==> src/rtl/oled_i2c_pkg.sv <==
// rtl/oled_i2c_pkg.sv - shared types and constants for the OLED I2C master
package oled_i2c_pkg;

    localparam int I2C_QUARTER_DEFAULT = 175;
    localparam int I2C_CNT_W           = 20;

    typedef enum logic [2:0] {
        ST_IDLE  = 3'd0,
        ST_START = 3'd1,
        ST_DATA  = 3'd2,
        ST_ACK   = 3'd3,
        ST_HOLD  = 3'd4,
        ST_STOP  = 3'd5
    } i2c_state_t;

    typedef logic [1:0] i2c_phase_t;

endpackage

==> src/rtl/oled_i2c_master_if.sv <==
// rtl/oled_i2c_master_if.sv - byte handshake and bus-level signals of the OLED I2C master
interface oled_i2c_master_if;

    logic       tx_valid;
    logic       tx_ready;
    logic [7:0] tx_data;
    logic       tx_start;
    logic       tx_stop;
    logic       bus_release;
    logic       sda_i;
    logic       scl;
    logic       sda;
    logic       busy;
    logic       ack_err;

    modport master (
        input  tx_valid, tx_data, tx_start, tx_stop, bus_release, sda_i,
        output tx_ready, scl, sda, busy, ack_err
    );

    modport slave (
        output tx_valid, tx_data, tx_start, tx_stop, bus_release, sda_i,
        input  tx_ready, scl, sda, busy, ack_err
    );

endinterface

==> src/rtl/oled_i2c_master_quarter_tick.sv <==
// rtl/oled_i2c_master_quarter_tick.sv - quarter-bit period counter with single-cycle tick
module i2c_quarter_tick
    import oled_i2c_pkg::*;
#(
    parameter int QUARTER = I2C_QUARTER_DEFAULT
) (
    input  logic clk,
    input  logic rst_n,
    input  logic clear,
    input  logic enable,
    output logic tick
);

    localparam logic [I2C_CNT_W-1:0] LAST = I2C_CNT_W'(QUARTER - 1);

    logic [I2C_CNT_W-1:0] cnt;

    assign tick = enable && (cnt == LAST);

    always_ff @(posedge clk or negedge rst_n) begin
        if (!rst_n) begin
            cnt <= '0;
        end else if (clear) begin
            cnt <= '0;
        end else if (enable) begin
            cnt <= tick ? '0 : cnt + 1'b1;
        end
    end

endmodule

==> src/rtl/oled_i2c_master.sv <==
// rtl/oled_i2c_master.sv - byte-level I2C master: START, 8 data bits, ACK, STOP/repeated START
module oled_i2c_master
    import oled_i2c_pkg::*;
#(
    parameter int QUARTER = I2C_QUARTER_DEFAULT
) (
    input  logic              clk,
    input  logic              rst_n,
    oled_i2c_master_if.master bus
);

    localparam logic [2:0] S_IDLE  = ST_IDLE;
    localparam logic [2:0] S_START = ST_START;
    localparam logic [2:0] S_DATA  = ST_DATA;
    localparam logic [2:0] S_ACK   = ST_ACK;
    localparam logic [2:0] S_HOLD  = ST_HOLD;
    localparam logic [2:0] S_STOP  = ST_STOP;

    logic [2:0] state;
    i2c_phase_t phase;
    logic [2:0] bit_idx;
    logic [7:0] data_q;
    logic       stop_q;
    logic       nack_q;
    logic       scl_q;
    logic       sda_q;
    logic       ack_err_q;
    logic       accept;
    logic       tick;
    logic       cnt_en;

    assign bus.tx_ready = (state == S_IDLE) || (state == S_HOLD && !bus.bus_release);
    assign accept       = bus.tx_valid && bus.tx_ready;
    // Counter only runs while a quarter-timed state is active; HOLD parks the bus.
    assign cnt_en       = (state != S_IDLE) && (state != S_HOLD);

    assign bus.scl      = scl_q;
    assign bus.sda      = sda_q;
    assign bus.busy     = (state != S_IDLE);
    assign bus.ack_err  = ack_err_q;

    i2c_quarter_tick #(.QUARTER(QUARTER)) u_tick (
        .clk    (clk),
        .rst_n  (rst_n),
        .clear  (accept),
        .enable (cnt_en),
        .tick   (tick)
    );

    always_ff @(posedge clk or negedge rst_n) begin
        if (!rst_n) begin
            state     <= S_IDLE;
            phase     <= '0;
            bit_idx   <= 3'd7;
            data_q    <= '0;
            stop_q    <= 1'b0;
            nack_q    <= 1'b0;
            scl_q     <= 1'b1;
            sda_q     <= 1'b1;
            ack_err_q <= 1'b0;
        end else begin
            case (state)
                S_IDLE: begin
                    if (accept) begin
                        data_q    <= bus.tx_data;
                        stop_q    <= bus.tx_stop;
                        ack_err_q <= 1'b0;
                        phase     <= '0;
                        state     <= S_START;
                    end
                end
                S_HOLD: begin
                    if (bus.bus_release) begin
                        phase <= '0;
                        state <= S_STOP;
                    end else if (accept) begin
                        data_q <= bus.tx_data;
                        stop_q <= bus.tx_stop;
                        phase  <= '0;
                        if (bus.tx_start) begin
                            // Repeated START: release SDA while SCL is still low.
                            sda_q <= 1'b1;
                            state <= S_START;
                        end else begin
                            bit_idx <= 3'd7;
                            sda_q   <= bus.tx_data[7];
                            state   <= S_DATA;
                        end
                    end
                end
                default: begin
                    if (tick) begin
                        // Each branch sets the bus levels for the quarter that is about to begin.
                        phase <= phase + 2'd1;
                        case (state)
                            S_START: begin
                                case (phase)
                                    2'd0: scl_q <= 1'b1;
                                    2'd1: sda_q <= 1'b0;
                                    2'd2: scl_q <= 1'b0;
                                    2'd3: begin
                                        bit_idx <= 3'd7;
                                        sda_q   <= data_q[7];
                                        state   <= S_DATA;
                                    end
                                endcase
                            end
                            S_DATA: begin
                                case (phase)
                                    2'd0: ;
                                    2'd1: scl_q <= 1'b1;
                                    2'd2: ;
                                    2'd3: begin
                                        scl_q <= 1'b0;
                                        if (bit_idx == 3'd0) begin
                                            sda_q <= 1'b1;
                                            state <= S_ACK;
                                        end else begin
                                            bit_idx <= bit_idx - 3'd1;
                                            sda_q   <= data_q[bit_idx - 3'd1];
                                        end
                                    end
                                endcase
                            end
                            S_ACK: begin
                                case (phase)
                                    2'd0: ;
                                    2'd1: scl_q <= 1'b1;
                                    2'd2: begin
                                        nack_q <= bus.sda_i;
                                        if (bus.sda_i) ack_err_q <= 1'b1;
                                    end
                                    2'd3: begin
                                        scl_q <= 1'b0;
                                        sda_q <= 1'b0;
                                        state <= (nack_q || stop_q) ? S_STOP : S_HOLD;
                                    end
                                endcase
                            end
                            S_STOP: begin
                                case (phase)
                                    2'd0: scl_q <= 1'b1;
                                    2'd1: sda_q <= 1'b1;
                                    2'd2: ;
                                    2'd3: state <= S_IDLE;
                                endcase
                            end
                            default: ;
                        endcase
                    end
                end
            endcase
        end
    end

endmodule

==> src/flat_wrapper.sv <==
// flat-port wrapper written by rule: the top's interface ports become plain ports
module oled_i2c_master_flat import oled_i2c_pkg::*;
#(
    parameter int QUARTER = I2C_QUARTER_DEFAULT
)
  (clk, rst_n, bus_tx_valid, bus_tx_data, bus_tx_start, bus_tx_stop, bus_bus_release, bus_sda_i, bus_tx_ready, bus_scl, bus_sda, bus_busy, bus_ack_err);
  oled_i2c_master_if bus_i ();
  input  logic clk;
  input  logic rst_n;
  input wire logic [$bits(bus_i.tx_valid)-1:0] bus_tx_valid;
  input wire logic [$bits(bus_i.tx_data)-1:0] bus_tx_data;
  input wire logic [$bits(bus_i.tx_start)-1:0] bus_tx_start;
  input wire logic [$bits(bus_i.tx_stop)-1:0] bus_tx_stop;
  input wire logic [$bits(bus_i.bus_release)-1:0] bus_bus_release;
  input wire logic [$bits(bus_i.sda_i)-1:0] bus_sda_i;
  output wire logic [$bits(bus_i.tx_ready)-1:0] bus_tx_ready;
  output wire logic [$bits(bus_i.scl)-1:0] bus_scl;
  output wire logic [$bits(bus_i.sda)-1:0] bus_sda;
  output wire logic [$bits(bus_i.busy)-1:0] bus_busy;
  output wire logic [$bits(bus_i.ack_err)-1:0] bus_ack_err;
  assign bus_i.tx_valid = bus_tx_valid;
  assign bus_i.tx_data = bus_tx_data;
  assign bus_i.tx_start = bus_tx_start;
  assign bus_i.tx_stop = bus_tx_stop;
  assign bus_i.bus_release = bus_bus_release;
  assign bus_i.sda_i = bus_sda_i;
  assign bus_tx_ready = bus_i.tx_ready;
  assign bus_scl = bus_i.scl;
  assign bus_sda = bus_i.sda;
  assign bus_busy = bus_i.busy;
  assign bus_ack_err = bus_i.ack_err;
  oled_i2c_master #(.QUARTER(QUARTER)) u_core (.clk(clk), .rst_n(rst_n), .bus(bus_i));
endmodule
==> config.mk <==
export PLATFORM = sky130hd
export DESIGN_NAME = oled_i2c_master_flat
export DESIGN_NICKNAME = d
export VERILOG_FILES = /design/src/rtl/oled_i2c_pkg.sv /design/src/rtl/oled_i2c_master_if.sv /design/src/rtl/oled_i2c_master_quarter_tick.sv /design/src/rtl/oled_i2c_master.sv /design/src/flat_wrapper.sv
export SDC_FILE = /design/constraint.sdc
export NUM_CORES = 1
export LEC_CHECK = 0
export ABC_AREA = 1
export BUFFER_PORTS_ARGS = -buffer_cell sky130_fd_sc_hd__buf_2
export CAP_MARGIN = 10
export CORE_ASPECT_RATIO = 0.5
export CORE_MARGIN = 8
export CORE_UTILIZATION = 50
export CTS_BUF_LIST = sky130_fd_sc_hd__clkbuf_8
export DETAILED_ROUTE_END_ITERATION = 8
export PLACE_DENSITY_LB_ADDON = 0.2
export SYNTH_ARGS = -nofsm -noshare
export SYNTH_HDL_FRONTEND = slang
export SYNTH_HIERARCHICAL = 1
export SYNTH_SLANG_ARGS = --single-unit
==> constraint.sdc <==
create_clock -name clk -period 3.2 [get_ports clk]
set_clock_uncertainty 0.2 [all_clocks]
set_input_delay 0.8 -clock clk [delete_from_list [all_inputs] [get_ports clk]]
set_output_delay 0.8 -clock clk [all_outputs]
set_load 0.01 [all_outputs]
== Word level (Yosys, flattened, before mapping) ==
Index checks and enable logic that the tools add are counted.
Word-level totals
  bits in registers: 41
  bits in latches: 0
  memory bits (writable): 0
  memory bits (read-only): 0
  bits of input ports: 15
  output and inout port bits: 5
  logic and storage cells: 136
  memories: 0
Cells by class
  $add $sub $neg: 3
  multiply operators: 0
  divide/modulo/power cells: 0
  magnitude comparators: 1
  eq/ne operators: 29
  shifts and indexed selects: 0
  mux-type cells: 58
  bitwise gates (word level): 3
  reduce and logical (&&, ||, !) cells: 32
Operators with widths (number)
  2-to-1 mux 20 bit: 3
  2-to-1 mux 3 bit: 16
  AND reduction 9 bit: 3
  adder 20 x 1 -> 20 bit, second input constant: 1
  equality test 20 x 8 -> 1 bit, second input constant: 1
  != test 4 x 1 -> 1 bit, second input constant: 5
  2-to-1 mux 1 bit: 18
  != test 3 x 1 -> 1 bit, second input constant: 6
  one-hot mux 3 bit (2 select lines): 3
  2-to-1 mux 8 bit: 2
  one-hot mux 8 bit (2 select lines): 1
  nonzero test 2 bit: 7
  one-hot mux 1 bit (2 select lines): 6
  one-hot mux 3 bit (4 select lines): 1
  AND reduction 6 bit: 2
  nonzero test 3 bit: 4
  2-to-1 mux 2 bit: 4
  equality test 3 x 2 -> 1 bit, second input constant: 2
  equality test 3 bit, second input constant: 2
  zero test 3 bit: 2
  != test 2 bit, second input constant: 3
  != test 3 x 2 -> 1 bit, second input constant: 2
  nonzero test 6 bit: 1
  nonzero test 5 bit: 1
  other kinds (21): 30

== Longest topological paths before layout ==
Gate-level depths: netlist of the first run.
  depth in word-level cells: 8
  gate-level depth with buffers: 14

== By module ==
The synthesis of the first run kept the hierarchy.
By module, submodules not included
  i2c_quarter_tick: instances 1, cells each 209, area each 1398.8 sq um, sequential area each 500.5 sq um
  oled_i2c_master: instances 1, cells each 188, area each 1376.3 sq um, sequential area each 531.8 sq um

== Worst setup path after synthesis of the first run ==
OpenSTA, ideal clock, no wires.
  kind: input-to-reg
  start: in bus_bus_release
  end: reg u_core.u_tick.cnt[9]
  arrival time: 1918 ps
  setup slack: 965 ps
  stages on the path: 13
  buffers on the path: 1
  cells stage by stage: nand2_1 -> nand2_4 -> nor2_8 -> buf_2 -> nor2_2 -> inv_2 -> nand2_2 -> nor2_4 -> inv_1 -> nor2_2 -> nand2_1 -> nand2_1 -> nor2_1
On the way
  longest elaborated chain between the ends: 5
  elaborated cells between the ends (all ways): 6
  classes of those cells: mux (1); reduce/logical (5)
RTL lines
  start, declared: line flat_wrapper.sv:14  | input wire logic [$bits(bus_i.bus_release)-1:0] bus_bus_release;
  zero test 1 bit (*): line oled_i2c_master.sv:32  | assign bus.tx_ready = (state == S_IDLE) || (state == S_HOLD && !bus.bus_release);
  logical AND 1 bit (*): line oled_i2c_master.sv:32
  logical OR 1 bit (*): line oled_i2c_master.sv:32
  logical AND 1 bit (*): line oled_i2c_master.sv:33  | assign accept = bus.tx_valid && bus.tx_ready;
  via u_core.accept: line oled_i2c_master.sv:28  | logic accept;
  2-to-1 mux 20 bit / nonzero test 2 bit (equally long branches)
  end signal, assigned: line oled_i2c_master_quarter_tick.sv:26  | cnt <= tick ? '0 : cnt + 1'b1;
  end, declared: line oled_i2c_master_quarter_tick.sv:16  | logic [I2C_CNT_W-1:0] cnt;
Mark *: on every way through the listed nets, which the timed path passes. The rest lies on a longest branch.
A chain may end at the register's enable or synchronous reset.

== Final worst setup path of the first run ==
  start: reg u_core.state[1]
  end: reg u_core.state[0]
On the way
  elaborated cells between the ends (all ways): 26
  classes of those cells: eq/ne (13); mux (3); reduce/logical (10)
RTL lines
  start, declared: line oled_i2c_master.sv:19  | logic [2:0] state;
  start signal, assigned: line oled_i2c_master.sv:136  | state <= (nack_q || stop_q) ? S_STOP : S_HOLD;
  != test 3 bit / nonzero test 3 bit (equally long branches): line oled_i2c_master.sv:35  | assign cnt_en = (state != S_IDLE) && (state != S_HOLD);
  logical AND 1 bit (*): line oled_i2c_master.sv:35
  via u_core.cnt_en: line oled_i2c_master.sv:30  | logic cnt_en;
  logical AND 1 bit (*): line oled_i2c_master_quarter_tick.sv:18  | assign tick = enable && (cnt == LAST);
  via u_core.tick: line oled_i2c_master.sv:29  | logic tick;
  nonzero test 3 bit (no line) (*)
  AND reduction 9 bit (no line) (*)
Mark *: on every way through the listed nets, which the timed path passes. The rest lies on a longest branch. The select of a mux whose other input is x is not followed.

==> results of run 1 <==
==> report_power, final <==
| group | switching (uW) | internal (uW) | total, uW |
|---|---|---|---|
| Clock | 194 | 151 | 345 |
| Sequential | 0 | 518 | 518 |
| Combinational | 14.9 | 6.44 | 21.4 |
| Total | 209 | 675 | 884 |
==> cell type report <==
cell class	count	area share [%]
Clock inverter	3	0.579
Multi-Input combinational cell	298	49.9
Tap cell	73	3.02
Timing Repair Buffer	20	3.39
Sequential cell	41	34.1
Clock buffer	5	2.28
Inverter	54	6.71
==> cell usage in the layout, fill, tap and decap left out, types with 2 or more instances in the layout <==
| cell | Yosys | final |
|---|---|---|
| nand3b_1 | 3 | 3 |
| a21oi_1 | 3 | 3 |
| inv_2 | 2 | 2 |
| nand3_1 | 24 | 24 |
| nand2_2 | 7 | 7 |
| buf_2 | 2 | 19 |
| nor3_1 | 8 | 8 |
| o21ai_1 | 4 | 4 |
| dfstp_2 | 5 | 5 |
| a31oi_1 | 2 | 2 |
| o21bai_1 | 2 | 2 |
| nor3_2 | 2 | 2 |
| nor2_4 | 6 | 6 |
| nand2_4 | 2 | 2 |
| clkbuf_8 | 0 | 5 |
| o21ai_0 | 15 | 15 |
| xor2_1 | 3 | 3 |
| nand2_1 | 131 | 131 |
| clkinv_2 | 0 | 2 |
| dfrtp_1 | 36 | 36 |
| inv_1 | 51 | 51 |
| nand4_1 | 9 | 9 |
| nor2_1 | 49 | 49 |
| o22ai_1 | 3 | 3 |
| nor2_2 | 6 | 6 |
| ha_1 | 10 | 10 |
==> through the flow <==
| stage | setup WS (ps) | cell area (um^2) | total power (uW) | hold WS (ps) | std cells |
|---|---|---|---|---|---|
| floorplan | 965 | 2780 | 530 | 242 | 397 |
| global placement | 838 | 2940 | 550 | 255 | 486 |
| detailed placement | 794 | 2940 | 550 | 264 | 486 |
| CTS | 766 | 3020 | 900 | 283 | 494 |
| global route | 491 | 3020 | 929 | 302 | 494 |
| finish | 728 | 3020 | 884 | 277 | 494 |
==> cell families (layout without fill, tap and decap cells) <==
logic type / Yosys count / after routing / share of synthesized area (%)
buffers and inverters: 58 / 82 / 8.48
AND/OR/NAND/NOR: 251 / 251 / 41.4
adder cells (fa/ha/maj): 10 / 10 / 4.51
XOR/XNOR: 4 / 4 / 1.26
AO/OA/AOI/OAI: 33 / 33 / 7.17
flip-flops: 41 / 41 / 37.2
==> registers in the layout, indices dropped and copies added, names as in the netlist <==
name,count
u_core/u_tick/cnt,20
u_core/bit_idx,3
u_core/data_q,8
u_core/bus.scl,1
u_core/bus.sda,1
u_core/bus.ack_err,1
u_core/phase,2
u_core/state,3
u_core/nack_q,1
u_core/stop_q,1
==> routing by layer <==
| layer | track usage (%) | wire [um] | vias to the layer above |
|---|---|---|---|
| li1 | - | - | 1288 |
| met1 | 20.7 | 2940 | 1205 |
| met2 | 26.4 | 2800 | 86 |
| met3 | 4.39 | 413 | 14 |
| met4 | 7.61 | 136 | 0 |
| met5 | 0 | 0 | - |
==> worst min path at each step <==
stage                             end              start
floorplan           u_core/bit_idx[1]  u_core/bit_idx[1]
global placement       u_core/bus.sda     u_core/bus.sda
detailed placement   u_core/data_q[1]   u_core/data_q[1]
CTS                 u_core/bit_idx[2]  u_core/bit_idx[2]
global route           u_core/bus.sda     u_core/bus.sda
finish                 u_core/bus.sda     u_core/bus.sda
==> worst max-delay path, cell delays in order (launching register included) <==
cell,delay (ps)
dfrtp_1,550
nor2_4,130
inv_1,200
nand2_1,80
nor3_1,240
nand3_2,150
inv_1,190
nor2_1,80
nor3_2,160
nand3_1,170
inv_1,110
nand2_1,50
o21ai_1,80
==> impl_metrics.json, run 1 <==
{
  "grtUsageTotal_pct": 16.4,
  "portBuffers": 19,
  "areaGrowthSynthToFinish_pct": 8.93,
  "slew_viol_final": 0,
  "grt_pass1_vias": 2388,
  "firstDrtPassIters": 4,
  "synthArstFlopShare_pct": 100,
  "insertedDiodeCount": 0,
  "critPathMaxFanout": 10,
  "die-area_um2": 8340,
  "r2r_start": "u_core/state[1]",
  "clkTransAtPathRegs_ps": 90,
  "hold-path-cell-count": 2,
  "rrSetupSlack_ps": 730,
  "grt_max_degree": 42,
  "crit_type": "register to register",
  "clk_latency_ps": 310,
  "netlist_top_cells_count": "nand2_1 (131), inv_1 (51), nor2_1 (49)",
  "dominantRegCellSynth": "dfrtp_1",
  "ys_seq_area_share_pct": 37.2,
  "clkSinkCount": 41,
  "synth.distinct_cells": 35,
  "hold_path.class": "register to register",
  "fin_crit_ps": 2470,
  "wl_per_cell_um": 12.7,
  "num_rows": 19,
  "gp_congestion": 0.914,
  "hold_buffers": 0,
  "numCtsBuffers": 5,
  "via_per_inst": 5.25,
  "syn_nets": 422,
  "cts_buffer_depth": 2,
  "synth_top_cell_by_area": "dfrtp_1",
  "synth.most_common_cell": "nand2_1",
  "cp-endpoint": "u_core/state[0]",
  "setup.worst_path.start": "u_core/state[1]",
  "drtIter0Drc": 284,
  "post_cts_resize_count": 0,
  "rsz0062_at_grt": "no",
  "max-cap-violations": 0,
  "cp.required_ps": 3240,
  "synth-edff-count": 0,
  "tightest_slew_ps": 930,
  "yosys_warnings": 6,
  "cp-end-kind": "register",
  "core_um2": 5420,
  "drc": 0,
  "ys_ff_latch": 41,
  "final_util_pct": 55.8,
  "place_hpwl_um": 4760,
  "r2r.worst_path.cells": 12,
  "status": "finished, final reports clean",
  "tns_ps": 0,
  "synthCells": 397,
  "synthTopCellsByArea": "dfrtp_1 (32%), nand2_1 (18%), inv_1 (6.9%)",
  "fin_crit_sh_pct": 77.2,
  "ant_nets": 0,
  "hold_violations": 0,
  "multiInputGateArea_um2": 1510,
  "fillers": 529,
  "p_per_area_nw_per_um2": 293,
  "postCtsSetupBuffers": 0,
  "wl_um": 6290,
  "layout-drive-gt1-share_pct": 14.7,
  "avgSynthCellArea_um2": 6.99,
  "max_slew_margin_pct": 38.0,
  "start_kind": "register",
  "fmax_mhz": 405,
  "vias": 2593,
  "synth_top_area_share_pct": 32.5,
  "setup_viol_count_final": 0,
  "worst_ep_arrival_time_ps": 2510,
  "grt-ovfl-total": 0,
  "p_leak_uw": 0.00147,
  "ioPinCount": 20,
  "grt_pass1_wl_um": 10900,
  "root_buffer": "clkbuf_8",
  "r2r-end": "u_core/state[0]",
  "cts_tree": "built",
  "syn_area_um2": 2780,
  "antenna_found_initial": 0,
  "die_h_um": 68.7,
  "dieWidth_um": 121,
  "ir_worst_vdd_v": 0.000167,
  "fin_nets": 445,
  "start_util_pct": 51.2,
  "seq_area_um2": 1030,
  "htreeDepth": 2
}
(Power assumes the default switching activity.)
==> run 2: changes to the inputs <==
==> constraint.sdc (replaced) <==
create_clock -name clk -period 2.1 [get_ports clk]
set_clock_uncertainty 0.2 [all_clocks]
set_input_delay 0.525 -clock clk [delete_from_list [all_inputs] [get_ports clk]]
set_output_delay 0.525 -clock clk [all_outputs]
set_load 0.01 [all_outputs]
==> run 2 against run 1 <==
  * First-iteration DRC count down 32%
  * Critical path depth up 2
  * Hold slack got worse by 200 ps
  * Worst setup slack lost 650 ps
  * Count of clock-buffer cells in the layout grew 2
  * Sequential share of layout area fell by 2.0 points
  * Wire length is 4.5% higher
  * Die area is the same
  * Register-to-register slack worse by 650 ps
  * Combinational power grew 59%
  * Clock power is 69% higher
  * Largest power group unchanged
  * Highest routed layer unchanged
==> impl_metrics.json, run 2 (synthesis results as in run 1) <==
{
  "num_rows": 19,
  "clk_latency_ps": 300,
  "cp-end-kind": "register",
  "numCtsBuffers": 5,
  "firstDrtPassIters": 5,
  "top_regs": "u_core/u_tick/cnt: 20 flops, u_core/data_q: 8 flops",
  "hold_buffers": 0,
  "vias": 2637,
  "tightest_slew_ps": 542,
  "core_um2": 5420,
  "layout-drive-gt1-share_pct": 20.5,
  "p_switching_uw": 310,
  "seq_power_share_pct": 56.1,
  "wl_per_cell_um": 12.8,
  "start_kind": "register",
  "antenna_found_initial": 0,
  "grt_max_degree": 42,
  "worst_ep_arrival_time_ps": 2050,
  "fin_nets": 463,
  "gp_congestion": 0.854,
  "htreeDepth": 2,
  "fin_crit_ps": 2020,
  "mostFrequentLayoutCells": "nand2_1 (129), inv_1 (48), nor2_1 (47)",
  "insertedDiodeCount": 0,
  "dp_cells": 500,
  "power_uw": 1410,
  "p_sw_share_pct": 22.0,
  "r2r_start": "u_core/u_tick/cnt[0]",
  "root_buffer": "clkbuf_8",
  "max-cap-violations": 0,
  "finalNonFillerCells": 512,
  "via_per_inst": 5.15,
  "start_util_pct": 51.2,
  "ant_nets": 0,
  "combPwrFrac_pct": 2.4,
  "status": "finished, final reports clean",
  "cp.required_ps": 2130,
  "crit_type": "register to register",
  "fin_crit_sh_pct": 96.3,
  "grt_pass1_vias": 2546,
  "dieWidth_um": 121,
  "fmax_mhz": 495,
  "regMostFlops": "u_core/u_tick/cnt",
  "grt_pass1_wl_um": 11400,
  "wl_um": 6580,
  "timing.hold.ws_ps": 80.4,
  "grt-ovfl-total": 0,
  "die_h_um": 68.7,
  "max_slew_margin_pct": 63.9,
  "ioPinCount": 20,
  "grtUsageTotal_pct": 17.0,
  "cts_buffer_depth": 2,
  "rrSetupSlack_ps": 80,
  "areaGrowthSynthToFinish_pct": 15.6,
  "place_hpwl_um": 4740,
  "critPathMaxFanout": 5,
  "p_clk_share_pct": 41.5,
  "r2r-end": "u_core/state[0]",
  "drc": 0,
  "p_leak_uw": 0.00156,
  "slew_viol_final": 0,
  "die-area_um2": 8340,
  "setup_viol_count_final": 0,
  "clkTransAtPathRegs_ps": 80,
  "ir_worst_vdd_v": 0.000223,
  "drtIter0Drc": 192,
  "r2r.worst_path.cells": 14,
  "p_int_uw": 1100,
  "cts_tree": "built",
  "portBuffers": 19,
  "largest_reg_flops": 20,
  "final_common_cell": "nand2_1",
  "p_per_area_nw_per_um2": 439,
  "clkSinkCount": 41,
  "hold_path.class": "input pin to async pin",
  "hold_violations": 0
}
[run 2: what timing repair did]
item	CTS	global route
endpoints found under the setup margin	0	11
buffers inserted	0	4
resized for setup	0	13
endpoints found under the hold margin	0	0
[run 2: layout make-up]
type	count	area, um^2
clock buffers	7	96.3
fillers	501	2210
repair buffers	38	241
well taps	73	91.3
flip-flops and latches	41	1030
inverters	54	203
clock inverters	1	5.00
multi-input cells	298	1540
[run 2: metal layers]
metal	part of all wire [%]	global-route usage, %	vias to the layer above
met1	47	21.0	1246
met4	0.70	5.48	0
met5	0	0	-
li1	-	-	1329
met2	47	29.6	58
met3	4.7	3.98	4
[run 2: worst max path at each step]
stage                              start           endpoint  slack, ps  cells after the start
CTS                 u_core/u_tick/cnt[0]      u_core/nack_q         10                     13
detailed placement  u_core/u_tick/cnt[0]    u_core/state[0]         50                     14
global placement         bus_bus_release  u_core/bit_idx[0]        120                      8
global route        u_core/u_tick/cnt[0]    u_core/state[2]        -90                     13
floorplan                u_core/state[1]    u_core/state[0]         40                     12
finish              u_core/u_tick/cnt[0]    u_core/state[0]         80                     14
[run 2: power groups by stage]
stage	Sequential [uW]	Clock, uW	Combinational, uW
5_1_grt	789	636	40.4
6_report	789	584	34.0
3_5_place_dp	805	0	35.7
3_3_place_gp	805	0	34.6
4_1_cts	789	603	35.9
2_1_floorplan	805	0	2.48
[run 2: metrics by stage]
stage	TNS (ps)	setup WS [ps]	area, um^2	utilization (%)
global placement	0	124	3040	56.1
detailed placement	0	45.3	3040	56.1
global route	-283	-93.3	3210	59.2
CTS	0	13.3	3140	58.0
finish	0	78.3	3210	59.2
floorplan	0	39.6	2780	-
[run 2: critical path: stages, from the launching register on]
cell     delay, ps
dfrtp_1        400
inv_2           90
ha_4           130
nand2_2         60
nor2_2         110
inv_1           50
nor2_1         100
nand3_2        110
inv_2           90
nor2_1          50
nor3_2         210
nand3_2        150
inv_2           80
nand2_1         50
o21ai_1         70
